$ cat src/rtl/sfx_pkg.sv
// Shared types and helpers for the sound-effect tone mixer and its voices.
package sfx_pkg;

    typedef enum logic {
        IDLE = 1'b0,
        PLAY = 1'b1
    } voice_state_e;

    localparam int unsigned AMP_STEP_DEF = 200;
    localparam int unsigned SAT_W        = 64;

    // Width of one voice contribution: output width plus headroom for the channel count and sign.
    function automatic int unsigned mix_w(input int unsigned amp_w, input int unsigned num_ch);
        return amp_w + $clog2(num_ch) + 1;
    endfunction

    // Adds two operands and clamps the result to the signed range of out_w bits.
    function automatic logic signed [SAT_W-1:0] sat_add(
        input logic signed [SAT_W-1:0] a,
        input logic signed [SAT_W-1:0] b,
        input int unsigned             out_w
    );
        logic signed [SAT_W-1:0] sum;
        logic signed [SAT_W-1:0] hi;
        logic signed [SAT_W-1:0] lo;
        sum = a + b;
        hi  = $signed((SAT_W'(1) << (out_w - 1)) - SAT_W'(1));
        lo  = -hi - SAT_W'(1);
        if (sum > hi) begin
            return hi;
        end else if (sum < lo) begin
            return lo;
        end
        return sum;
    endfunction

endpackage

$ cat src/rtl/sfx_voice.sv
// One retriggerable, duration-limited square-wave voice with a registered signed contribution.
// Optional per-note volume decay is built when SFX_DECAY_EN is defined.
module sfx_voice
    import sfx_pkg::*;
#(
    parameter int unsigned DIV_W    = 22,
    parameter int unsigned DUR_W    = 26,
    parameter int unsigned VOL_W    = 3,
    parameter int unsigned AMP_STEP = AMP_STEP_DEF,
    parameter int unsigned MIX_W    = 19
`ifdef SFX_DECAY_EN
    ,
    parameter int unsigned DECAY_CYCLES = 4000000
`endif
) (
    input  logic                    clk,
    input  logic                    rst,
    input  logic                    trig_i,
    input  logic [DIV_W-1:0]        div_i,
    input  logic [DUR_W-1:0]        dur_i,
    input  logic [VOL_W-1:0]        vol_i,
    output logic signed [MIX_W-1:0] contrib_o,
    output logic                    active_o
);

`ifdef SFX_DECAY_EN
    localparam int unsigned DCNT_W = $clog2(DECAY_CYCLES + 1);
    logic [DCNT_W-1:0] dcnt_q, dcnt_d;
`endif

    voice_state_e            state_q, state_d;
    logic [DIV_W-1:0]        div_q, div_d;
    logic [DIV_W-1:0]        cnt_q, cnt_d;
    logic [DUR_W-1:0]        rem_q, rem_d;
    logic [VOL_W-1:0]        vol_q, vol_d;
    logic                    phase_q, phase_d;
    logic signed [MIX_W-1:0] contrib_q, contrib_d;
    logic [MIX_W-1:0]        mag_c;
    logic                    load_c;

    always_ff @(posedge clk or negedge rst) begin
        if (!rst) begin
            state_q   <= IDLE;
            div_q     <= '0;
            cnt_q     <= '0;
            rem_q     <= '0;
            vol_q     <= '0;
            phase_q   <= 1'b0;
            contrib_q <= '0;
`ifdef SFX_DECAY_EN
            dcnt_q    <= '0;
`endif
        end else begin
            state_q   <= state_d;
            div_q     <= div_d;
            cnt_q     <= cnt_d;
            rem_q     <= rem_d;
            vol_q     <= vol_d;
            phase_q   <= phase_d;
            contrib_q <= contrib_d;
`ifdef SFX_DECAY_EN
            dcnt_q    <= dcnt_d;
`endif
        end
    end

    // Next state: a trigger with non-zero duration always (re)loads; a zero-duration trigger stops.
    always_comb begin
        state_d = state_q;
        div_d   = div_q;
        cnt_d   = cnt_q;
        rem_d   = rem_q;
        vol_d   = vol_q;
        phase_d = phase_q;
`ifdef SFX_DECAY_EN
        dcnt_d  = dcnt_q;
`endif
        load_c  = trig_i && (dur_i != '0);

        case (state_q)
            IDLE: begin
                if (load_c) begin
                    state_d = PLAY;
                end
            end
            PLAY: begin
                if (trig_i && !load_c) begin
                    state_d = IDLE;
                end else if (!trig_i) begin
                    if (rem_q == DUR_W'(1)) begin
                        state_d = IDLE;
                    end else begin
                        rem_d = rem_q - DUR_W'(1);
                        if (cnt_q == div_q) begin
                            cnt_d   = '0;
                            phase_d = !phase_q;
                        end else begin
                            cnt_d = cnt_q + DIV_W'(1);
                        end
`ifdef SFX_DECAY_EN
                        if (dcnt_q == DCNT_W'(DECAY_CYCLES - 1)) begin
                            dcnt_d = '0;
                            if (vol_q != '0) begin
                                vol_d = vol_q - VOL_W'(1);
                            end
                        end else begin
                            dcnt_d = dcnt_q + DCNT_W'(1);
                        end
`else
                        vol_d = vol_q;
`endif
                    end
                end
            end
            default: state_d = IDLE;
        endcase

        if (load_c) begin
            div_d   = div_i;
            rem_d   = dur_i;
            vol_d   = vol_i;
            cnt_d   = '0;
            phase_d = 1'b0;
`ifdef SFX_DECAY_EN
            dcnt_d  = '0;
`endif
        end
    end

    // Contribution registered from next state so it lines up with the phase register.
    always_comb begin
        mag_c     = MIX_W'(vol_d) * MIX_W'(AMP_STEP);
        contrib_d = '0;
        if (state_d == PLAY && div_d > DIV_W'(1)) begin
            contrib_d = phase_d ? $signed(mag_c) : -$signed(mag_c);
        end
    end

    assign contrib_o = contrib_q;
    assign active_o  = (state_q == PLAY);

endmodule

$ cat src/rtl/sfx_tone_mixer.sv
// Multi-channel sound-effect generator: NUM_CH square-wave voices mixed with saturation.
// Per-voice volume decay is built when SFX_DECAY_EN is defined.
module sfx_tone_mixer
    import sfx_pkg::*;
#(
    parameter int unsigned NUM_CH   = 4,
    parameter int unsigned DIV_W    = 22,
    parameter int unsigned DUR_W    = 26,
    parameter int unsigned VOL_W    = 3,
    parameter int unsigned AMP_STEP = AMP_STEP_DEF,
    parameter int unsigned AMP_W    = 16
`ifdef SFX_DECAY_EN
    ,
    parameter int unsigned DECAY_CYCLES = 4000000
`endif
) (
    input  logic                    clk,
    input  logic                    rst,
    input  logic [NUM_CH-1:0]       trig,
    input  logic [NUM_CH*DIV_W-1:0] div_in,
    input  logic [NUM_CH*DUR_W-1:0] dur_in,
    input  logic [NUM_CH*VOL_W-1:0] vol_in,
    input  logic                    mute,
    output logic signed [AMP_W-1:0] audio_out,
    output logic [NUM_CH-1:0]       ch_active,
    output logic                    busy
);

    localparam int unsigned MIX_W = mix_w(AMP_W, NUM_CH);
    localparam int unsigned ACC_W = MIX_W + $clog2(NUM_CH);

    logic signed [MIX_W-1:0] contrib [NUM_CH];
    logic signed [ACC_W-1:0] acc_c;
    logic signed [SAT_W-1:0] sat_c;
    logic signed [AMP_W-1:0] audio_q, audio_d;

    for (genvar g = 0; g < NUM_CH; g++) begin : g_voice
        sfx_voice #(
            .DIV_W    (DIV_W),
            .DUR_W    (DUR_W),
            .VOL_W    (VOL_W),
            .AMP_STEP (AMP_STEP),
            .MIX_W    (MIX_W)
`ifdef SFX_DECAY_EN
            ,
            .DECAY_CYCLES (DECAY_CYCLES)
`endif
        ) u_voice (
            .clk       (clk),
            .rst       (rst),
            .trig_i    (trig[g]),
            .div_i     (div_in[g*DIV_W +: DIV_W]),
            .dur_i     (dur_in[g*DUR_W +: DUR_W]),
            .vol_i     (vol_in[g*VOL_W +: VOL_W]),
            .contrib_o (contrib[g]),
            .active_o  (ch_active[g])
        );
    end

    // Exact wide sum first, then a single clamp, so mixed-sign voices never see early clipping.
    always_comb begin
        acc_c = '0;
        for (int k = 0; k < NUM_CH; k++) begin
            acc_c = acc_c + ACC_W'(contrib[k]);
        end
        sat_c   = sat_add(SAT_W'(acc_c), '0, AMP_W);
        audio_d = mute ? '0 : AMP_W'(sat_c);
    end

    always_ff @(posedge clk or negedge rst) begin
        if (!rst) begin
            audio_q <= '0;
        end else begin
            audio_q <= audio_d;
        end
    end

    assign audio_out = audio_q;
    assign busy      = |ch_active;

endmodule

$ cat config.mk
export PLATFORM = sky130hd
export DESIGN_NAME = sfx_tone_mixer
export DESIGN_NICKNAME = d
export VERILOG_FILES = /design/src/rtl/sfx_pkg.sv /design/src/rtl/sfx_voice.sv /design/src/rtl/sfx_tone_mixer.sv
export SDC_FILE = /design/constraint.sdc
export NUM_CORES = 1
export LEC_CHECK = 0
export CAP_MARGIN = 20
export CORE_MARGIN = 3
export CORE_UTILIZATION = 58
export DETAILED_ROUTE_END_ITERATION = 10
export PLACE_DENSITY_LB_ADDON = 0.15
export SLEW_MARGIN = 25
export SYNTH_ARGS = -nofsm -noshare
export SYNTH_HDL_FRONTEND = slang
export SYNTH_HIERARCHICAL = 1
export SYNTH_SLANG_ARGS = --single-unit
$ cat constraint.sdc
create_clock -name clk -period 4.7 [get_ports clk]
set_input_delay 0.94 -clock clk [delete_from_list [all_inputs] [get_ports clk]]
set_output_delay 0.94 -clock clk [all_outputs]
set_load 0.005 [all_outputs]
==> run_results.csv <==
group,metric,value,unit
final_layout,layout_common_cells,"nand2_1 (487), dfrtp_1 (376), clkdlybuf4s50_1 (230)",
final_layout,area_growth_syn_to_layout,18.8,%
sta,rsz0062_at_grt,"no",
final_layout,multiInputGateArea,11800,um2
sta,fin_ws,0.677,ns
clock_network,cts_tree,"built",
global_routing,gr-total-overflow,0,
route,vias,19491,
clock_network,root_buffer,"clkbuf_16",
worst_setup_path,critical_path_class,"flop to flop",
placed_design,place_hpwl,42000,um
die,die_x,202,um
clock_network,cts_setup_buffers,0,
placed_design,gp_congestion,0.915,
placed_design,post-place-ws,0.191,ns
sta,max_freq,249,MHz
worst_setup_path,ff2ff_path_depth,14,
sta,drv_slew,0,
clock_network,cts_resized,0,
clock_network,h-tree-depth,2,
clock_network,hold_buffers,0,
worst_setup_path,end_kind,"flop",
route,first_pass_iters,6,
die,num_rows,71,
final_layout,layout.area.seq,9410,um2
final_layout,nNetsFinal,3058,
yosys,yosys_warnings,6,
yosys,synth_flop_cell,"dfrtp_1",
sta,hold_violations,0,
outcome,outcome,"finished, final reports clean",
yosys,syn-cell-area,22300,um2
worst_setup_path,crit_fanout,11,
yosys,synth_edf_count,0,
sta,timing.setup.tns,0,ns
yosys,synth_cells,2528,
power,power_density,388,nW/um2
die,coreArea,37800,um2
clock_network,cts.clk_slew.worst_paths,0.06,ns
sta,period_share,85.6,%
clock_network,cts_buffer_depth,3,
global_routing,grt_use_total,28.0,%
die,die_area,40900,um2
sta,setup_violations,0,
power,power_leakage,0.0118,uW
global_routing,grt_pass1_wl,95600,um
worst_setup_path,r2r_setup_slack,0.68,ns
worst_setup_path,worst_ep_required_time,5.10,ns
power,total_power,10300,uW
sta,layout_min_cycle_time,4.02,ns
route,wl_per_cell,17.6,um
route,vias_per_cell,5.94,
clock_network,clk-insertion-delay-late,0.56,ns
yosys,synth.avg_cell_area,8.84,um2
hold_path,min_path_type,"primary input to asynchronous set/reset pin",
final_layout,stdcell_count,3284,
worst_setup_path,setup.worst_path.start_class,"flop",
worst_setup_path,r2r-end,"audio_out[10]",
yosys,ys_seq_area_share,42.1,%
worst_setup_path,rr_startpoint,"g_voice[3].u_voice/contrib_o[4]",
die,num_io_pins,232,
die,start_util,59.0,%
route,ant_nets,0,
worst_setup_path,cp-endpoint,"audio_out[10]",
sta,tightest_slew,0.966,ns
placed_design,io_buffers,231,
worst_setup_path,cp.arrival,4.42,ns
global_routing,grt_max_degree,102,
final_layout,final_common_cell,"nand2_1",
sta,holdWs,0.424,ns
yosys,synthArstFlopShare,100,%
global_routing,antenna_found_initial,3,
final_layout,nFillCells,3025,
run,cap_violations,0,
die,fp.dieH,202,um
placed_design,dpl.cell_count,3207,
yosys,synth_cell_types,90,
clock_network,numCtsBuffers,42,
route,drtIter0Drc,1735,
worst_setup_path,crit_path_start,"g_voice[3].u_voice/contrib_o[4]",
route,drc,0,
clock_network,cts.sinks,376,
yosys,ys_ff_latch,376,
sta,clock-skew-final,0.00980,ns
route,drt_wl_total,57800,um
sta,slew_headroom,34.9,%
global_routing,grt_pass1_vias,19350,
power,vdd_ir_drop_max,0.265,mV
final_layout,final_layout_size_suffix_gt1_share,6.21,%
state kept, by name (all words and copies together) (netlist names):
name and cells:
g_voice.u_voice/rem_q 104, g_voice.u_voice/cnt_q 88, g_voice.u_voice/div_q 88, g_voice.u_voice/contrib_o 60, audio_out 16, g_voice.u_voice/vol_q 12
g_voice.u_voice/active_o 4, g_voice.u_voice/phase_q 4
how the worst min path moves through the flow:
stage                                               to  depth (start not counted)  slack, ns
after floorplan           g_voice[0].u_voice/rem_q[11]                          2       0.46
after global placement    g_voice[3].u_voice/rem_q[14]                          2       0.49
after detailed placement   g_voice[0].u_voice/rem_q[8]                          1       0.49
after CTS                  g_voice[1].u_voice/rem_q[0]                          1       0.45
after global routing       g_voice[1].u_voice/rem_q[0]                          1       0.48
final                      g_voice[1].u_voice/rem_q[2]                          1       0.42
kinds of logic after synthesis:
family,count (synthesis),share of synthesized area (%)
and+or+nand+nor,1100,23.6
AOI/OAI and AO/OA,481,14.2
DFF,376,42.1
buffers and inverters,271,5.16
xor gates and xnor gates,159,6.23
adders and majority gates,107,7.30
muxes,30,1.38
other,4,0.0672
layer usage:
| layer | GRT usage, % | share of wire, % | up-vias |
|---|---|---|---|
| li1 | - | - | 9245 |
| met1 | 38.2 | 43 | 9366 |
| met2 | 46.3 | 47 | 749 |
| met3 | 3.90 | 6.3 | 131 |
| met4 | 10.0 | 2.9 | 0 |
| met5 | 0 | 0 | - |
power by group:
| group | switching [uW] | internal, uW | leakage, uW | total (uW) |
|---|---|---|---|---|
| Sequential | 243 | 3550 | 0.00469 | 3790 |
| Clock | 1320 | 2050 | 0.000706 | 3360 |
| Combinational | 1810 | 1330 | 0.00636 | 3140 |
worst max-delay path: stages, from the launching register on:
cell and delay (ns):
dfrtp_1 0.35, inv_1 0.09, fa_1 0.50, fa_1 0.51, inv_1 0.04, ha_1 0.36, o211ai_2 0.24, a21oi_4 0.07
o311ai_4 0.31, o21ai_0 0.14, a211o_1 0.30, or4b_1 0.52, mux2i_1 0.14, buf_4 0.21, a21oi_1 0.09
layout make-up:
cell class | count | share of cell area, %
Inverter | 166 | 2.35
Timing Repair Buffer | 265 | 9.78
Clock buffer | 61 | 4.81
Tap cell | 511 | 2.41
Sequential cell | 376 | 35.4
Clock inverter | 14 | 0.580
Antenna cell | 2 | 0.0189
Multi-Input combinational cell | 1889 | 44.6
through the flow:
| step | utilization, % | instance area, um2 |
|---|---|---|
| floorplan | - | 22400 |
| global placement | 66.3 | 25100 |
| detailed placement | 66.3 | 25100 |
| CTS | 70.1 | 26500 |
| global route | 70.1 | 26500 |
| finish | 70.1 | 26500 |
synth_stat cells (16+ instances only):
cell type	instances	area, um2
fa_1	39	781
nand2_1	487	1830
a31oi_1	20	125
nand3_1	78	390
and3_1	25	156
nor4_1	110	688
o311ai_0	16	140
buf_2	21	105
nor2_1	167	627
mux2i_1	23	230
or4_1	24	180
o211ai_1	24	180
dfrtp_1	376	9410
xnor2_1	53	464
inv_1	164	616
clkbuf_1	57	214
buf_4	19	143
a221o_1	24	240
ha_1	68	851
nand4_1	28	175
a21oi_1	99	495
o21ai_0	163	816
or3_1	25	156
nor3_1	62	310
o31ai_1	24	180
xor2_1	106	928
nand2b_1	19	119
Note: power is estimated with default switching activity, not from simulation.
